$ cat src/rtl/masked_monomial_pipe.sv
// rtl/masked_monomial_pipe.sv - pipelined generator of masked AND-monomials of an N_IN-bit input
module masked_monomial_pipe #(
    parameter int N_IN        = 4,
    parameter int PIPE_STAGES = 2,
    parameter int CNT_W       = 16,
    localparam int M          = (1 << N_IN) - 1
) (
    input  logic             clk,
    input  logic             rst_n,
    input  logic             flush,
    input  logic             in_valid,
    output logic             in_ready,
    input  logic [N_IN-1:0]  inp,
    input  logic             rnd_valid,
    output logic             rnd_ready,
    input  logic [M-1:0]     rnd,
    output logic             out_valid,
    input  logic             out_ready,
    output logic [M-1:0]     out,
    output logic [CNT_W-1:0] op_count
);

    // Widths beyond 6 would make the monomial vector impractically wide.
    if (N_IN < 2 || N_IN > 6) begin : g_bad_n_in
        $fatal(1, "masked_monomial_pipe: N_IN must be in 2..6");
    end

    // Bit k-1 is the AND of the input bits selected by k, masked by rnd[k-1].
    function automatic logic [M-1:0] monomials(input logic [N_IN-1:0] x,
                                               input logic [M-1:0]    r);
        logic [M-1:0]    m;
        logic [N_IN-1:0] sel;
        m = '0;
        for (int k = 1; k <= M; k++) begin
            sel      = N_IN'(k);
            m[k-1]   = (&(x | ~sel)) ^ r[k-1];
        end
        return m;
    endfunction

    logic             out_valid_q;
    logic [M-1:0]     out_q;
    logic [CNT_W-1:0] op_count_q;
    logic             last_load;
    logic             accept;

    // The output stage may take a new item whenever it is empty or being drained.
    assign last_load = !out_valid_q | out_ready;
    // Randomness is only ever consumed together with data.
    assign accept    = in_valid & rnd_valid & in_ready;
    assign rnd_ready = accept;

    if (PIPE_STAGES == 1) begin : g_one_stage
        // Reset and flush both keep the block from accepting.
        assign in_ready = rst_n & !flush & last_load;

        // Output register: monomials computed straight from the ports.
        always_ff @(posedge clk or negedge rst_n) begin
            if (!rst_n) begin
                out_valid_q <= 1'b0;
                out_q       <= '0;
            end else if (flush) begin
                out_valid_q <= 1'b0;
            end else if (last_load) begin
                out_valid_q <= accept;
                if (accept) begin
                    out_q <= monomials(inp, rnd);
                end
            end
        end
    end else if (PIPE_STAGES == 2) begin : g_two_stage
        logic            s1_valid;
        logic [N_IN-1:0] s1_inp;
        logic [M-1:0]    s1_rnd;
        logic            s1_load;

        // Stage 1 can take an item if it is empty or its contents move on now.
        assign s1_load  = !s1_valid | last_load;
        assign in_ready = rst_n & !flush & s1_load;

        // Stage 1: register raw input and mask bits as a glitch barrier.
        always_ff @(posedge clk or negedge rst_n) begin
            if (!rst_n) begin
                s1_valid <= 1'b0;
                s1_inp   <= '0;
                s1_rnd   <= '0;
            end else if (flush) begin
                s1_valid <= 1'b0;
            end else if (s1_load) begin
                s1_valid <= accept;
                if (accept) begin
                    s1_inp <= inp;
                    s1_rnd <= rnd;
                end
            end
        end

        // Stage 2: compute monomials from stage 1 and hold them for the consumer.
        always_ff @(posedge clk or negedge rst_n) begin
            if (!rst_n) begin
                out_valid_q <= 1'b0;
                out_q       <= '0;
            end else if (flush) begin
                out_valid_q <= 1'b0;
            end else if (last_load) begin
                out_valid_q <= s1_valid;
                if (s1_valid) begin
                    out_q <= monomials(s1_inp, s1_rnd);
                end
            end
        end
    end else begin : g_bad_stages
        $fatal(1, "masked_monomial_pipe: PIPE_STAGES must be 1 or 2");
    end

    // Count completed output transfers; a transfer coinciding with flush still counts.
    always_ff @(posedge clk or negedge rst_n) begin
        if (!rst_n) begin
            op_count_q <= '0;
        end else if (out_valid_q && out_ready) begin
            op_count_q <= op_count_q + CNT_W'(1);
        end
    end

    assign out_valid = out_valid_q;
    assign out       = out_q;
    assign op_count  = op_count_q;

endmodule

$ cat config.mk
export PLATFORM = sky130hd
export DESIGN_NAME = masked_monomial_pipe
export DESIGN_NICKNAME = d
export VERILOG_FILES = /design/src/rtl/masked_monomial_pipe.sv
export SDC_FILE = /design/constraint.sdc
export NUM_CORES = 1
export LEC_CHECK = 0
export BUFFER_PORTS_ARGS = -buffer_cell sky130_fd_sc_hd__buf_2
export CORE_MARGIN = 8
export CORE_UTILIZATION = 46
export DETAILED_ROUTE_END_ITERATION = 6
export HOLD_SLACK_MARGIN = 0.15
export PLACE_DENSITY = 0.71
export REMOVE_ABC_BUFFERS = 1
export SLEW_MARGIN = 25
export SYNTH_ARGS = -nofsm -noshare
export SYNTH_HDL_FRONTEND = slang
export SYNTH_SLANG_ARGS = --single-unit
$ cat constraint.sdc
create_clock -name clk -period 1.7 [get_ports clk]
set_clock_uncertainty 0.05 [all_clocks]
set_input_delay 0.17 -clock clk [delete_from_list [all_inputs] [get_ports clk]]
set_output_delay 0.17 -clock clk [all_outputs]
set_load 0.02 [all_outputs]
; Word level (Yosys, flattened, before mapping)
; Index checks and enable logic that the tools add are counted.
[op_classes]
add_sub_neg = 1
mux = 4
bitwise = 22
n_reduce_logical = 19
[ops]
columns = op, n
row1 = 3-bit AND reduction, 6
row2 = "16-bit by 1-bit adder with 16-bit output, second input constant", 1
row3 = 1-bit bitwise XOR, 15
row4 = 2-bit AND reduction, 6
row5 = 1-bit bitwise AND, 4
row6 = 1-bit 2-to-1 mux, 4
row7 = 4-bit AND reduction, 1
row8 = 2-bit nonzero test, 2
row9 = 1-bit logical NOT, 3
row10 = 1-bit OR, 2
row11 = 1-bit logical AND, 1
row12 = 1-bit NOT, 1
[word_totals]
regBits = 52
inputBits = 25
out_inout_bits = 34
wordCells = 52

; Depth between registers and ports, before layout
; Gate-level depths: netlist (run 1).
[logic_depth]
word_depth = 7
ltp_mapped = 5
ltp_nobuf = 5

; Least setup slack after synthesis (run 1)
; Ideal clock, no wire load.
[synth_timing]
kind = flip-flop to flip-flop
start = register out_valid_q, in the netlist out_valid
end = register g_two_stage.s1_rnd[10]
setup_ns = 0.125
arrival_time_ns = 1.613
t_required_ns = 1.525
path_slack_ns = -0.088
path_stages_with_launch = 6
path_buffers = 1
synth_period_minus_slack_ns = 1.788
path_cell_list = dfrtp_1 -> and2b_4 -> a21oi_4 -> and3_4 -> buf_12 -> mux2_4
[synth_via]
elab_chain_len = 6
[synth_rtl]
columns = element, line_no
row1 = start: declaration, 41  ; logic out_valid_q;
row2 = start signal: assignment, 106  ; out_valid_q <= s1_valid;
row3 = 1-bit logical NOT, 48  ; assign last_load = !out_valid_q | out_ready;
row4 = 1-bit OR, 48
row5 = 1-bit OR, 78  ; assign s1_load = !s1_valid | last_load;
row6 = 1-bit bitwise AND, 79  ; assign in_ready = rst_n & !flush & s1_load;
row7 = net in_ready, 12  ; output logic in_ready,
row8 = 1-bit bitwise AND, 50  ; assign accept = in_valid & rnd_valid & in_ready;
row9 = net rnd_ready, 15  ; output logic rnd_ready,
row10 = 3-bit AND reduction (no line), n/a
row11 = end signal: assignment, 93  ; s1_rnd <= rnd;
row12 = end: declaration, 74  ; logic [M-1:0] s1_rnd;
; The timed path passes the listed nets, and every way through them passes these cells.
; A chain may end at the register's enable or synchronous reset.

; Final worst setup path (run 1)
[layout_timing]
start = register out_valid_q, in the netlist out_valid
end = register g_two_stage.s1_rnd[5]
[layout_via]
elab_chain_len = 6
[layout_rtl]
columns = element, line_no
row1 = 1-bit logical NOT (*), 48
row2 = 1-bit OR (*), 48
row3 = 1-bit OR (*), 78
row4 = 1-bit bitwise AND, 79
row5 = 1-bit bitwise AND, 50
row6 = 3-bit AND reduction (no line) (*), n/a
; Every way passes the cells marked *; elsewhere a longest branch is shown, timed or not.

==> results of run 1 <==
-- layer usage --
layer	wire, µm	part of all wire
met5	0	0
met2	2507	0.52
met3	148	0.031
met4	50	0.010
met1	2134	0.44
-- state kept, by name, summed over array words and instances (netlist names) --
register              flops
out                      15
g_two_stage.s1_inp        4
g_two_stage.s1_valid      1
g_two_stage.s1_rnd       15
out_valid                 1
op_count                 16
-- cell families after synthesis --
kind of cell / share of synthesized area
AOI/OAI and AO/OA: 0.04287
xor gates and xnor gates: 0.1125
adders and majority gates: 0.005358
buffers and inverters: 0.03430
DFF: 0.5573
muxes: 0.1254
and+or+nand+nor: 0.1222
-- metrics by stage --
step	hold slack [ns]	util
2_1_floorplan	-0.1756	-
3_5_place_dp	0.3179	0.5435
6_report	0.1633	0.6219
3_3_place_gp	0.3153	0.5435
4_1_cts	0.1568	0.6191
5_1_grt	0.1871	0.6214
-- worst paths after layout --
path                       cells after the start         start                    end  slack (ns)
min                                            3     out_ready            op_count[0]        0.16
min in group asynchronous                      3         rst_n            op_count[1]        0.50
max                                            6     out_valid  g_two_stage.s1_rnd[5]        0.03
max reg2reg                                    6     out_valid  g_two_stage.s1_rnd[5]        0.03
max in group asynchronous                      3         rst_n                 out[5]        0.67
min reg2reg                                    1  op_count[15]           op_count[15]        0.42
-- cell usage after synthesis (all sizes together) --
| master | instances |
|---|---|
| a21oi | 16 |
| a31o | 1 |
| and2b | 1 |
| and3 | 4 |
| buf | 4 |
| clkbuf | 5 |
| dfrtp | 52 |
| ha | 1 |
| inv | 3 |
| mux2 | 20 |
| nand2 | 12 |
| nand2b | 1 |
| nand3 | 7 |
| nand4 | 5 |
| nor2 | 22 |
| nor3 | 1 |
| nor3b | 1 |
| nor4 | 1 |
| or4 | 1 |
| xnor2 | 14 |
| xor2 | 16 |
-- power groups by stage --
stage	combinational, µW	clock (µW)	sequential [µW]
after global routing	1010	919	1740
final	923	852	1700
after CTS	937	874	1700
after detailed placement	888	0	1720
after floorplan	412	0	1880
after global placement	872	0	1710
-- what timing repair did --
item                                   CTS  global route
endpoints found under the hold margin   72             0
setup buffers                            6             0
setup endpoints to repair                1             1
pin swaps                                1             1
resized for setup                        1             3
hold buffers                            22             0
-- final cells by class --
class,instances,area [µm²]
Inverter,3,11.26
Clock inverter,2,38.79
Fill cell,433,1894
Multi-Input combinational cell,124,959.7
Sequential cell,52,1301
Antenna cell,1,2.502
Timing Repair Buffer,94,641.9
Tap cell,70,87.58
Clock buffer,6,72.57
-- critical path, delay by kind of cell, from the launching register on --
family / cells / cell delay (ns)
AOI/OAI and AO/OA: 1 / 0.14
buffers and inverters: 2 / 0.29
DFF: 1 / 0.39
muxes: 1 / 0.30
and+or+nand+nor: 2 / 0.39
==> reports/metrics.yaml, run 1 <==
floorplanning:
  start_util: 0.4660
  coreArea_um2: 5010
  fp.dieH_um: 87.24
  core.rowCount: 26
  die_x_um: 87.24
  io_pins: 59
  dieArea_um2: 7611
pwr:
  power_density_nw_per_um2: 1115
  p_int_uw: 2387
  seq_power_share: 0.489
  sw_frac_of_total: 0.3128
  ir_drop_mv: 0.5560
  pwr-share-comb: 0.266
  pwr-share-clk: 0.245
  power.leakage_uw: 0.001505
  p_total_uw: 3473
  p_sw_uw: 1086
setup_path:
  path_cells: "and2b_4, a21oi_4, and3_4, buf_12, buf_4, mux2_4"
  crit_slowest_cell: "dfrtp_1"
  cp.arrival_ns: 1.81
  worstPathMaxFanout: 6
  start_kind: "flip-flop"
  path_class: "reg2reg"
  end_kind: "flip-flop"
  cp.required_ns: 1.84
  slowest_delay_ns: 0.39
placed_design:
  port_buffers: 58
  dp_slack_ns: 0.06751
  place_congestion: 0.7672
  place_hpwl_mm: 3.333
  post_dp_cell_area_um2: 2723
  placed_cells: 315
sta:
  finalSetupViolCount: 0
  setup_slack_ns: 0.03026
  timing.fmax_mhz: 598.9
  rsz0062_at_grt: "true"
  hold_viol: 0
  period_share: 0.9822
  tns_ns: 0
  slew_headroom: 0.5746
  slew_viol_final: 0
  worst_pin_slew_ns: 0.6381
  finalCriticalPeriod_ns: 1.670
global_routing:
  grt_max_degree: 53
  grt_first_pass_wirelength_mm: 7.948
  grt_pass1_vias: 1743
  antenna_found_initial: 0
  grt_use_met1: 0.1516
  grtUsageMet2: 0.2300
  gr-usage-all-layers: 0.1327
  grtUsageMet3: 0.02642
  busiest_layer: "met2"
  overflow: 0
synth:
  syn_area_um2: 2335
  ys_ff_latch: 52
  yosysWarnings: 0
  postSynthAreaPerCell_um2: 12.42
  synth_area_leaders: "dfrtp_1 56%, mux2_4 12%, xor2_1 6.0%"
  synth_top_area_cell: "dfrtp_1"
  synth_cells: 188
  synth_top_area_share: 0.5573
  yosysSeqAreaShare: 0.5573
  synthDistinctLibCells: 27
layout:
  drive_gt1_frac: 0.3843
  nets: 306
  final_cell_mix: "57 x buf_2, 52 x dfrtp_1, 22 x dlygate4sd3_1"
  final_common_cell: "buf_2"
  fin_cells: 352
  area_growth_pct: 33.44
  fin_area_um2: 3115
clock_tree:
  clock_latency_ns: 0.30
  clockRootBuffer: "clkbuf_8"
  cts_buffer_depth: 2
  cts_tree: "done"
  htree_levels: 2
  clkTransAtPathRegs_ns: 0.09
  cts-buffers-inserted: 5
  cts.sinks: 52
route:
  vias_per_cell: 4.682
  detail_route.iter0.violations: 41
  ant_nets: 0
  post_drt_wl_per_cell_um: 13.75
  remaining_drc_errors: 0
  drt_wl_total_mm: 4.840
  dr.pass1.iters: 6
  vias: 1648
job:
  drv_cap: 0
run_status:
  status: "finished clean"
worst_hold_path:
  hold_class: "in2reg"
Power figures use the tool's default switching activity.
==> inputs of run 2 (changes only) <==
==> constraint.sdc (replaced) <==
create_clock -name clk -period 1.7 [get_ports clk]
set_clock_uncertainty 0.05 [all_clocks]
set_input_delay 0.085 -clock clk [delete_from_list [all_inputs] [get_ports clk]]
set_output_delay 0.085 -clock clk [all_outputs]
set_load 0.02 [all_outputs]
==> run 2 against run 1 <==
Net effect:
- sequential share of layout area is 0.85 points lower
- first-iteration DRC count rose by 4.9%
- clock-buffer cell count shrank 1
- register-to-register slack gained 0.02 ns
- cell area grew 2.1%
- global-route usage is 0.75 points higher
- critical path depth up 2
- clock power decreased by 2%
- via count is 2.2% higher
- critical path type is now in2reg
- critical endpoint is now g_two_stage.s1_rnd[8]
- largest cell class unchanged
- largest power group unchanged
==> reports/metrics.yaml, run 2 (synthesis results as in run 1) <==
route:
  post_drt_wl_per_cell_um: 14.08
  ant_nets: 0
  vias: 1684
  remaining_drc_errors: 0
  dr.pass1.iters: 4
  drt_wl_total_mm: 5.011
  vias_per_cell: 4.730
  detail_route.iter0.violations: 43
worst_hold_path:
  hold_class: "in2reg"
setup_path:
  rrSetupSlack_ns: 0.05
  end_kind: "flip-flop"
  cp.required_ns: 1.84
  worstReg2RegEnd: "g_two_stage.s1_rnd[8]"
  r2r_start: "out_valid"
  reg2regPathDepth: 6
  path_class: "in2reg"
  critical_path.endpoint: "g_two_stage.s1_rnd[8]"
  cp.arrival_ns: 1.80
  start_kind: "input port"
  crit_start: "flush"
  worstPathMaxFanout: 6
layout:
  diodes: 0
  final_cell_mix: "57 x buf_2, 52 x dfrtp_1, 22 x dlygate4sd3_1"
  fin_area_um2: 3181
  largest_reg_flops: 16
  final_common_cell: "buf_2"
  fin_util: 0.6349
  area_growth_pct: 36.23
  nets: 311
  drive_gt1_frac: 0.4021
sta:
  tns_ns: 0
  rsz0062_at_grt: "false"
  period_share: 0.9767
  worst_pin_slew_ns: 0.6531
  finalSetupViolCount: 0
  hold_viol: 0
  slew_viol_final: 0
  timing.fmax_mhz: 602.3
  finalCriticalPeriod_ns: 1.660
  slew_headroom: 0.5646
  setup_slack_ns: 0.03962
clock_tree:
  clockRootBuffer: "clkbuf_8"
  cts-buffers-inserted: 5
  clock_latency_ns: 0.30
  clkTransAtPathRegs_ns: 0.09
  cts.sinks: 52
  cts_tree: "done"
  cts_buffer_depth: 2
  htree_levels: 2
floorplanning:
  coreArea_um2: 5010
  die_x_um: 87.24
  start_util: 0.4660
  fp.dieH_um: 87.24
  io_pins: 59
  core.rowCount: 26
  dieArea_um2: 7611
global_routing:
  grt_max_degree: 53
  antenna_found_initial: 0
  overflow: 0
  grt_pass1_vias: 1750
  grt_first_pass_wirelength_mm: 8.293
  gr-usage-all-layers: 0.1402
pwr:
  p_int_uw: 2386
  power_density_nw_per_um2: 1092
  ir_drop_mv: 0.6088
  power.leakage_uw: 0.001543
  seq_power_share: 0.488
  p_sw_uw: 1086
  pwr-share-comb: 0.271
  pwr-share-clk: 0.241
  sw_frac_of_total: 0.3129
  p_total_uw: 3472
placed_design:
  place_congestion: 0.7700
  post_dp_cell_area_um2: 2723
  dp_slack_ns: 0.06086
  place_hpwl_mm: 3.368
  port_buffers: 58
job:
  drv_cap: 0
run_status:
  status: "finished clean"
## run 2: cell count changes in the layout (fill, tap and decap cells not counted), sizes merged
cell	previous run	this run
inv	4	3
clkinvlp	0	1
clkinv	0	1
diode	1	0
buf	72	76
## run 2: power groups by stage
stage | Clock [µW] | Combinational (µW) | Sequential, µW
after CTS | 866 | 946 | 1700
after global placement | 0 | 873 | 1710
after floorplan | 0 | 412 | 1880
final | 838 | 939 | 1690
after global routing | 916 | 1020 | 1740
after detailed placement | 0 | 892 | 1720
## run 2: final cells by class
type | count | area (µm²)
Clock buffer | 5 | 68.82
Fill cell | 425 | 1829
Timing Repair Buffer | 99 | 701.9
Tap cell | 70 | 87.58
Multi-Input combinational cell | 124 | 967.2
Inverter | 3 | 11.26
Sequential cell | 52 | 1301
Clock inverter | 3 | 42.54
## run 2: through the flow
stage / cells / hold slack, ns
after floorplan: 179 / -0.2606
after global placement: 315 / 0.2286
after detailed placement: 315 / 0.2336
after CTS: 354 / 0.1881
after global routing: 356 / 0.2161
final: 356 / 0.1993
## run 2: how the worst min path moves through the flow
stage,to,startpoint,cells after the start,slack (ns)
floorplan,g_two_stage.s1_inp[0],rst_n,0,-0.26
global placement,op_count[1],rst_n,2,0.23
detailed placement,op_count[0],rst_n,2,0.23
CTS,op_count[6],out_ready,5,0.19
global route,op_count[6],out_ready,5,0.22
finish,op_count[6],out_ready,5,0.20
## run 2: critical path, cell delays in order
cell           delay (ns)
dlygate4sd3_1        0.52
buf_2                0.15
nand2b_4             0.15
a21oi_4              0.11
and3_4               0.24
buf_12               0.12
buf_12               0.11
mux2_4               0.30
## run 2: timing repair
| action | in CTS | in global routing |
|---|---|---|
| hold buffers | 22 | 0 |
| setup buffers | 9 | 1 |
| hold endpoints to repair | 76 | 0 |
| cloned | 0 | 1 |
| endpoints found under the setup margin | 1 | 1 |
| gates resized for setup | 1 | 2 |
| pin swaps | 1 | 1 |
## run 2: layer usage
metal,vias to the layer above,part of all wire,GRT usage
li1,820,-,-
met1,819,0.42,0.1573
met2,34,0.51,0.2410
met3,11,0.045,0.03491
met4,0,0.025,0.06875
met5,-,0,0
